File: config.mk
export PLATFORM = sky130hd
export DESIGN_NAME = irq_ctrl
export DESIGN_NICKNAME = d
export VERILOG_FILES = /design/src/rtl/irq_ctrl_pkg.sv /design/src/rtl/irq_gateway.sv /design/src/rtl/irq_ctrl.sv
export SDC_FILE = /design/constraint.sdc
export NUM_CORES = 1
export LEC_CHECK = 0
export ABC_AREA = 1
export BUFFER_PORTS_ARGS = -buffer_cell sky130_fd_sc_hd__buf_2
export CORE_MARGIN = 1
export CORE_UTILIZATION = 49
export DETAILED_ROUTE_END_ITERATION = 10
export PLACE_DENSITY = 0.78
export SYNTH_ARGS = -nofsm -noshare
export SYNTH_HDL_FRONTEND = slang
export SYNTH_SLANG_ARGS = --single-unit
File: constraint.sdc
create_clock -name clk -period 1.4 [get_ports clk]
set_input_delay 0.14 -clock clk [delete_from_list [all_inputs] [get_ports clk]]
set_output_delay 0.14 -clock clk [all_outputs]
set_load 0.05 [all_outputs]
File: src/rtl/irq_ctrl_pkg.sv
// ----------------------------------------------------------------------------
// irq_ctrl_pkg
//   Shared definitions for the external-interrupt aggregator.
//   - Register word indices of the MMIO map
//   - Width of a source ID and the "no source" ID
//   - Claim state machine encoding
// ----------------------------------------------------------------------------
package irq_ctrl_pkg;

    // MMIO word indices (3-bit address a)
    localparam logic [2:0] REG_PENDING = 3'd0;
    localparam logic [2:0] REG_ENABLE  = 3'd1;
    localparam logic [2:0] REG_EDGE    = 3'd2;
    localparam logic [2:0] REG_CLAIM   = 3'd3;
    localparam logic [2:0] REG_STATUS  = 3'd4;

    // Source IDs: source i reports ID i+1, ID 0 means "none"
    localparam int              ID_W    = 5;
    localparam logic [ID_W-1:0] ID_NONE = '0;

    typedef enum logic {
        IDLE    = 1'b0,
        CLAIMED = 1'b1
    } irq_state_t;

endpackage : irq_ctrl_pkg

File: src/rtl/irq_gateway.sv
// ----------------------------------------------------------------------------
// irq_gateway
//   Per-source gateway: turns one raw interrupt line into a pending bit.
//   Optional macro IRQ_CTRL_SYNC_EN inserts a 2-flop synchronizer in front
//   of the edge/level detection (adds two cycles of latency).
//
// Ports
//   clk          in   clock
//   rst          in   synchronous active-high reset
//   src_i        in   raw interrupt line
//   edge_mode_i  in   1 = rising-edge triggered, 0 = level triggered
//   in_flight_i  in   this source is currently being claimed / serviced
//   clr_i        in   clear the pending bit (source won the claim)
//   pending_o    out  pending bit
// ----------------------------------------------------------------------------
module irq_gateway (
    input  logic clk,
    input  logic rst,
    input  logic src_i,
    input  logic edge_mode_i,
    input  logic in_flight_i,
    input  logic clr_i,
    output logic pending_o
);

    logic src_s;

`ifdef IRQ_CTRL_SYNC_EN
    logic [1:0] sync_q;

    always_ff @(posedge clk) begin
        if (rst) begin
            sync_q <= '0;
        end else begin
            sync_q <= {sync_q[0], src_i};
        end
    end

    assign src_s = sync_q[1];
`else
    assign src_s = src_i;
`endif

    logic prev_q;
    logic pending_q;
    logic pending_d;
    logic set;

    // A level source that is in flight must not re-pend until the claim
    // is completed, otherwise it would fire again immediately.
    assign set = edge_mode_i ? (src_s & ~prev_q) : (src_s & ~in_flight_i);

    // Set has priority over clear so a new event arriving in the claim
    // cycle is not lost.
    always_comb begin
        pending_d = pending_q;
        if (clr_i) begin
            pending_d = 1'b0;
        end
        if (set) begin
            pending_d = 1'b1;
        end
    end

    always_ff @(posedge clk) begin
        if (rst) begin
            prev_q    <= 1'b0;
            pending_q <= 1'b0;
        end else begin
            prev_q    <= src_s;
            pending_q <= pending_d;
        end
    end

    assign pending_o = pending_q;

endmodule : irq_gateway

File: src/rtl/irq_ctrl.sv
// ----------------------------------------------------------------------------
// irq_ctrl
//   External-interrupt aggregator feeding the machine-mode privilege unit.
//   NSRC gateways produce pending bits; pending & ENABLE drives m_eip.
//   On m_eip_reply the lowest-index enabled pending source is auto-claimed
//   and m_eip is held low until software writes the matching ID to CLAIM.
//   Optional macro IRQ_CTRL_SYNC_EN: synchronize irq_src inside the
//   gateways (source-to-m_eip latency 4 cycles instead of 2).
//
// Ports
//   clk          in   clock
//   rst          in   synchronous active-high reset
//   irq_src      in   [NSRC] raw interrupt lines
//   a            in   [3]    register word index
//   d            in   [32]   write data
//   we           in   write strobe
//   spo          out  [32]   combinational read data for index a
//   m_eip        out  registered external-interrupt request
//   m_eip_reply  in   one-cycle pulse: privilege unit took the interrupt
//
// Register map: 0 PENDING (RO), 1 ENABLE, 2 EDGE, 3 CLAIM, 4 STATUS (RO).
// ----------------------------------------------------------------------------
module irq_ctrl
    import irq_ctrl_pkg::*;
#(
    parameter int NSRC = 8
) (
    input  logic            clk,
    input  logic            rst,
    input  logic [NSRC-1:0] irq_src,
    input  logic [2:0]      a,
    input  logic [31:0]     d,
    input  logic            we,
    output logic [31:0]     spo,
    output logic            m_eip,
    input  logic            m_eip_reply
);

    logic [NSRC-1:0] pending;
    logic [NSRC-1:0] active;
    logic [NSRC-1:0] clr;
    logic [NSRC-1:0] in_flight;

    logic [NSRC-1:0] enable_q, enable_d;
    logic [NSRC-1:0] edge_q,   edge_d;

    irq_state_t      state_q;
    logic [ID_W-1:0] claim_id_q;
    logic            m_eip_q;

    logic [ID_W-1:0] win_id;
    logic            claim_take;
    logic            claim_done;

    // Write data bits above the implemented fields are don't-care.
    logic unused_d;
    assign unused_d = ^d;

    // Lowest index wins; returns the ID (index+1) or ID_NONE.
    function automatic logic [ID_W-1:0] lowest_id(input logic [NSRC-1:0] v);
        lowest_id = ID_NONE;
        for (int i = NSRC - 1; i >= 0; i--) begin
            if (v[i]) begin
                lowest_id = ID_W'(i + 1);
            end
        end
    endfunction

    assign active     = pending & enable_q;
    assign win_id     = lowest_id(active);
    assign claim_take = (state_q == IDLE) && m_eip_reply && (win_id != ID_NONE);
    assign claim_done = (state_q == CLAIMED) && we && (a == REG_CLAIM) &&
                        (d[ID_W-1:0] == claim_id_q);

    // The claim cycle itself already counts as in flight, so a level source
    // that stays high is not re-pended by the set-over-clear rule.
    for (genvar i = 0; i < NSRC; i++) begin : g_src
        assign clr[i]       = claim_take && (win_id == ID_W'(i + 1));
        assign in_flight[i] = ((state_q == CLAIMED) && (claim_id_q == ID_W'(i + 1)))
                              || clr[i];

        irq_gateway u_gw (
            .clk         (clk),
            .rst         (rst),
            .src_i       (irq_src[i]),
            .edge_mode_i (edge_q[i]),
            .in_flight_i (in_flight[i]),
            .clr_i       (clr[i]),
            .pending_o   (pending[i])
        );
    end

    always_comb begin
        enable_d = enable_q;
        edge_d   = edge_q;
        if (we && (a == REG_ENABLE)) begin
            enable_d = d[NSRC-1:0];
        end
        if (we && (a == REG_EDGE)) begin
            edge_d = d[NSRC-1:0];
        end
    end

    always_ff @(posedge clk) begin
        if (rst) begin
            enable_q <= '0;
            edge_q   <= '0;
        end else begin
            enable_q <= enable_d;
            edge_q   <= edge_d;
        end
    end

    // Claim state machine; m_eip and claim_id are registered outputs.
    always_ff @(posedge clk) begin
        if (rst) begin
            state_q    <= IDLE;
            claim_id_q <= ID_NONE;
            m_eip_q    <= 1'b0;
        end else begin
            case (state_q)
                IDLE: begin
                    m_eip_q <= |active;
                    if (m_eip_reply) begin
                        if (win_id != ID_NONE) begin
                            claim_id_q <= win_id;
                            m_eip_q    <= 1'b0;
                            state_q    <= CLAIMED;
                        end else begin
                            // Spurious reply: enable was dropped meanwhile.
                            claim_id_q <= ID_NONE;
                        end
                    end
                end
                CLAIMED: begin
                    m_eip_q <= 1'b0;
                    if (claim_done) begin
                        claim_id_q <= ID_NONE;
                        state_q    <= IDLE;
                    end
                end
                default: begin
                    state_q <= IDLE;
                end
            endcase
        end
    end

    assign m_eip = m_eip_q;

    always_comb begin
        spo = '0;
        case (a)
            REG_PENDING: spo = {{(32 - NSRC){1'b0}}, pending};
            REG_ENABLE:  spo = {{(32 - NSRC){1'b0}}, enable_q};
            REG_EDGE:    spo = {{(32 - NSRC){1'b0}}, edge_q};
            REG_CLAIM:   spo = {{(32 - ID_W){1'b0}}, claim_id_q};
            REG_STATUS:  spo = {31'b0, (state_q == CLAIMED)};
            default:     spo = '0;
        endcase
    end

endmodule : irq_ctrl

==> flow_metrics.py <==
metrics = {
    "setup_path": {
        "crit_start": "a[0]",
        "crit_family": "buffers and inverters",
        "arrival_ns": 1.27,
        "cp_max_fo": 4,
        "cp-end-kind": "primary output",
        "crit_type": "in -> out",
        "cp-start-kind": "input pin",
        "required_ns": 1.26,
        "crit_path_max_incr_delay_ns": 0.32,
        "timing.rr.start": "claim_id_q[0]",
        "critPathBufInv": 4,
        "slowest_stage": "nor3_2",
        "worstPathCellList": "buf_2, inv_1, nor3_2, buf_4, nand2_1, o2111ai_1, clkbuf_4",
    },
    "route": {
        "drc": 0,
        "wl_met3_um": 446,
        "num_vias": 2131,
        "wire_per_inst_um": 12.9,
        "drtAntennaViolNets": 0,
        "drt_iter0_drc": 168,
        "first_pass_iters": 4,
        "wl_um": 5310,
        "wl_met1_um": 2250,
        "met2_length_um": 2520,
        "top_layer_used": "met4",
        "vias_per_cell": 5.20,
    },
    "job": {
        "drv_cap": 0,
    },
    "outcome": {
        "violations": "negative setup slack",
        "status": "complete, but fails checks",
    },
    "final_layout": {
        "synthToLayoutAreaGrowth_pct": 20.9,
        "regArea_um2": 773,
        "drive_gt1_frac": 0.278,
        "nFillCells": 359,
        "antenna_cells": 0,
        "fin_cells": 410,
        "multi_input_area_um2": 1150,
        "nets": 408,
    },
    "clock_network": {
        "clock_sinks": 38,
        "cts_inserted_buffers": 5,
        "clk_latency_ns": 0.29,
        "clk_pin_slew_ns": 0.07,
        "cts_hold_buf": 0,
        "cts_tree": "done",
        "cts.path.max_buffers": 2,
        "root_buffer": "clkbuf_8",
        "htreeDepth": 2,
    },
    "yosys": {
        "synth_top_family_by_area": "simple AND/OR/NAND/NOR gates",
        "synth_compound_area_frac": 0.177,
        "syn_avg_cell_area_um2": 6.81,
        "yosysSeqAreaShare": 0.360,
        "ys_ff_latch": 38,
        "synth_cell_types": 32,
        "synth_xor_area_frac": 0.0166,
        "muxShareOfSynthArea": 0,
        "synthAdderAreaFrac": 0,
        "ys_warn_count": 0,
        "synthCells": 310,
        "syn_area_um2": 2110,
        "yosys.area_share.simple": 0.268,
    },
    "place": {
        "gp_congestion": 0.885,
        "dpl_worst_slack_ns": 0.0263,
        "dp_cells": 398,
        "io_buffers": 31,
        "dp_hpwl_um": 3780,
    },
    "min_path": {
        "hp-class": "in -> reg",
        "hp-start": "m_eip_reply",
    },
    "sta": {
        "finalSetupViolCount": 2,
        "fin_ws_ns": -0.00869,
        "hold_viol_final": 0,
        "fin_crit_sh": 1.01,
        "layout_min_cycle_time_ns": 1.41,
        "max_clock_freq_ghz": 0.710,
        "finalMaxSlewViolations": 0,
        "rsz0062_at_grt": "true",
        "fin_skew_ns": 0.00238,
    },
    "power": {
        "power_mw": 2.44,
        "p_leak_nw": 1.22,
        "power-per-cell-area_nw_per_um2": 955,
        "ir_drop_uv": 553,
    },
    "global_routing": {
        "grt-ovfl-total": 0,
        "grt_max_degree": 23,
        "grt_pass1_vias": 1839,
        "antenna_found_initial": 0,
        "grt_usage": 0.243,
        "grt_pass1_wl_um": 8180,
    },
    "die": {
        "initial_core_util": 0.520,
        "num_rows": 23,
        "dieArea_um2": 4570,
        "io_pins": 80,
        "fp.coreArea_um2": 4060,
        "die_y_um": 67.6,
        "die_w_um": 67.6,
    },
}
## metrics by stage
stage | instance area (µm²) | util | hold WS (ns) | setup TNS (ns)
floorplan | 2210 | - | 0.209 | -0.0769
global placement | 2310 | 0.570 | 0.339 | 0
detailed placement | 2310 | 0.570 | 0.340 | 0
CTS | 2430 | 0.600 | 0.0353 | -0.0204
global route | 2550 | 0.629 | 0.0428 | -0.376
finish | 2550 | 0.629 | 0.0490 | -0.0135
## cells by family after synthesis
logic type | count (synthesis)
AND/OR/NAND/NOR | 129
buffers and inverters | 73
AO/OA/AOI/OAI | 65
flip-flops | 38
XOR/XNOR | 4
other | 1
## flip-flops by register name, indices dropped and copies added (netlist names)
register / cells
g_src.u_gw.prev_q: 8
enable_q: 8
m_eip: 1
edge_q: 8
claim_id_q: 4
g_src.u_gw.pending_o: 8
state_q: 1
## final timing paths
check,to,slack [ns],depth (start not counted)
setup / recovery,spo[2],-0.009,7
hold / removal,m_eip,0.05,2
setup reg to reg,g_src[7].u_gw.pending_o,0.08,6
hold reg to reg,g_src[1].u_gw.pending_o,0.48,2
## worst reg2reg max path: cells and delay by family (launching register included)
family,cells,cell delay [ns]
and+or+nand+nor,3,0.58
DFF,1,0.33
AOI/OAI and AO/OA,2,0.17
buffers and inverters,1,0.13
## synth_stat cells, drive strengths merged
| cell type | count | share of area |
|---|---|---|
| nor4 | 2 | 0.0059 |
| o21ai | 26 | 0.063 |
| nand3 | 11 | 0.026 |
| dfxtp | 38 | 0.36 |
| nand4 | 3 | 0.0089 |
| o2111ai | 3 | 0.012 |
| buf | 25 | 0.091 |
| nand2 | 64 | 0.12 |
| inv | 45 | 0.080 |
| o211ai | 3 | 0.011 |
| conb | 1 | 0.0018 |
| o21bai | 5 | 0.018 |
| nor2 | 44 | 0.091 |
| xor2 | 3 | 0.012 |
| or2 | 1 | 0.0030 |
| a221oi | 1 | 0.0042 |
| a211oi | 1 | 0.0036 |
| xnor2 | 1 | 0.0042 |
| a21oi | 25 | 0.061 |
| clkbuf | 3 | 0.0053 |
| nor3 | 4 | 0.017 |
| o221ai | 1 | 0.0042 |
## cells in the final DEF (no fill, tap or decap), types with 2 or more instances in the layout
master / Yosys / routed
a21oi_1: 24 / 23
a21oi_2: 1 / 2
buf_2: 0 / 28
buf_4: 24 / 16
buf_6: 1 / 2
clkbuf_4: 0 / 2
clkbuf_8: 0 / 6
conb_1: 1 / 24
dfxtp_1: 38 / 28
dfxtp_2: 0 / 10
inv_1: 40 / 38
inv_2: 5 / 7
nand2_1: 62 / 54
nand2_2: 2 / 9
nand3_1: 11 / 11
nand4_1: 3 / 3
nor2_1: 39 / 38
nor2_2: 4 / 3
nor2_4: 0 / 2
nor3_4: 1 / 2
o2111ai_1: 3 / 2
o211ai_1: 3 / 3
o21ai_0: 22 / 19
o21ai_1: 3 / 5
o21ai_2: 1 / 2
o21bai_1: 5 / 5
xor2_1: 3 / 3
## power breakdown
group | switching (mW) | internal [mW]
Combinational | 0.371 | 0.145
Clock | 0.364 | 0.380
Sequential | 0.0380 | 1.14
Total | 0.773 | 1.66
## per-layer routing
| metal | global-route usage | vias to the layer above |
|---|---|---|
| li1 | - | 1045 |
| met1 | 0.316 | 978 |
| met2 | 0.396 | 99 |
| met3 | 0.0524 | 9 |
| met4 | 0.0798 | 0 |
| met5 | 0 | - |
## what timing repair did
item / in CTS / in global routing
buffers inserted: 1 / 5
pin swaps: 1 / 9
gates resized for setup: 9 / 28
endpoints found under the setup margin: 1 / 15
## cell type report
cell class / count / share of cell area
Inverter: 45 / 0.0662
Tap cell: 50 / 0.0245
Multi-Input combinational cell: 222 / 0.449
Clock buffer: 6 / 0.0324
Sequential cell: 38 / 0.303
Timing Repair Buffer: 49 / 0.125
Note: power is estimated with default switching activity, not from simulation.
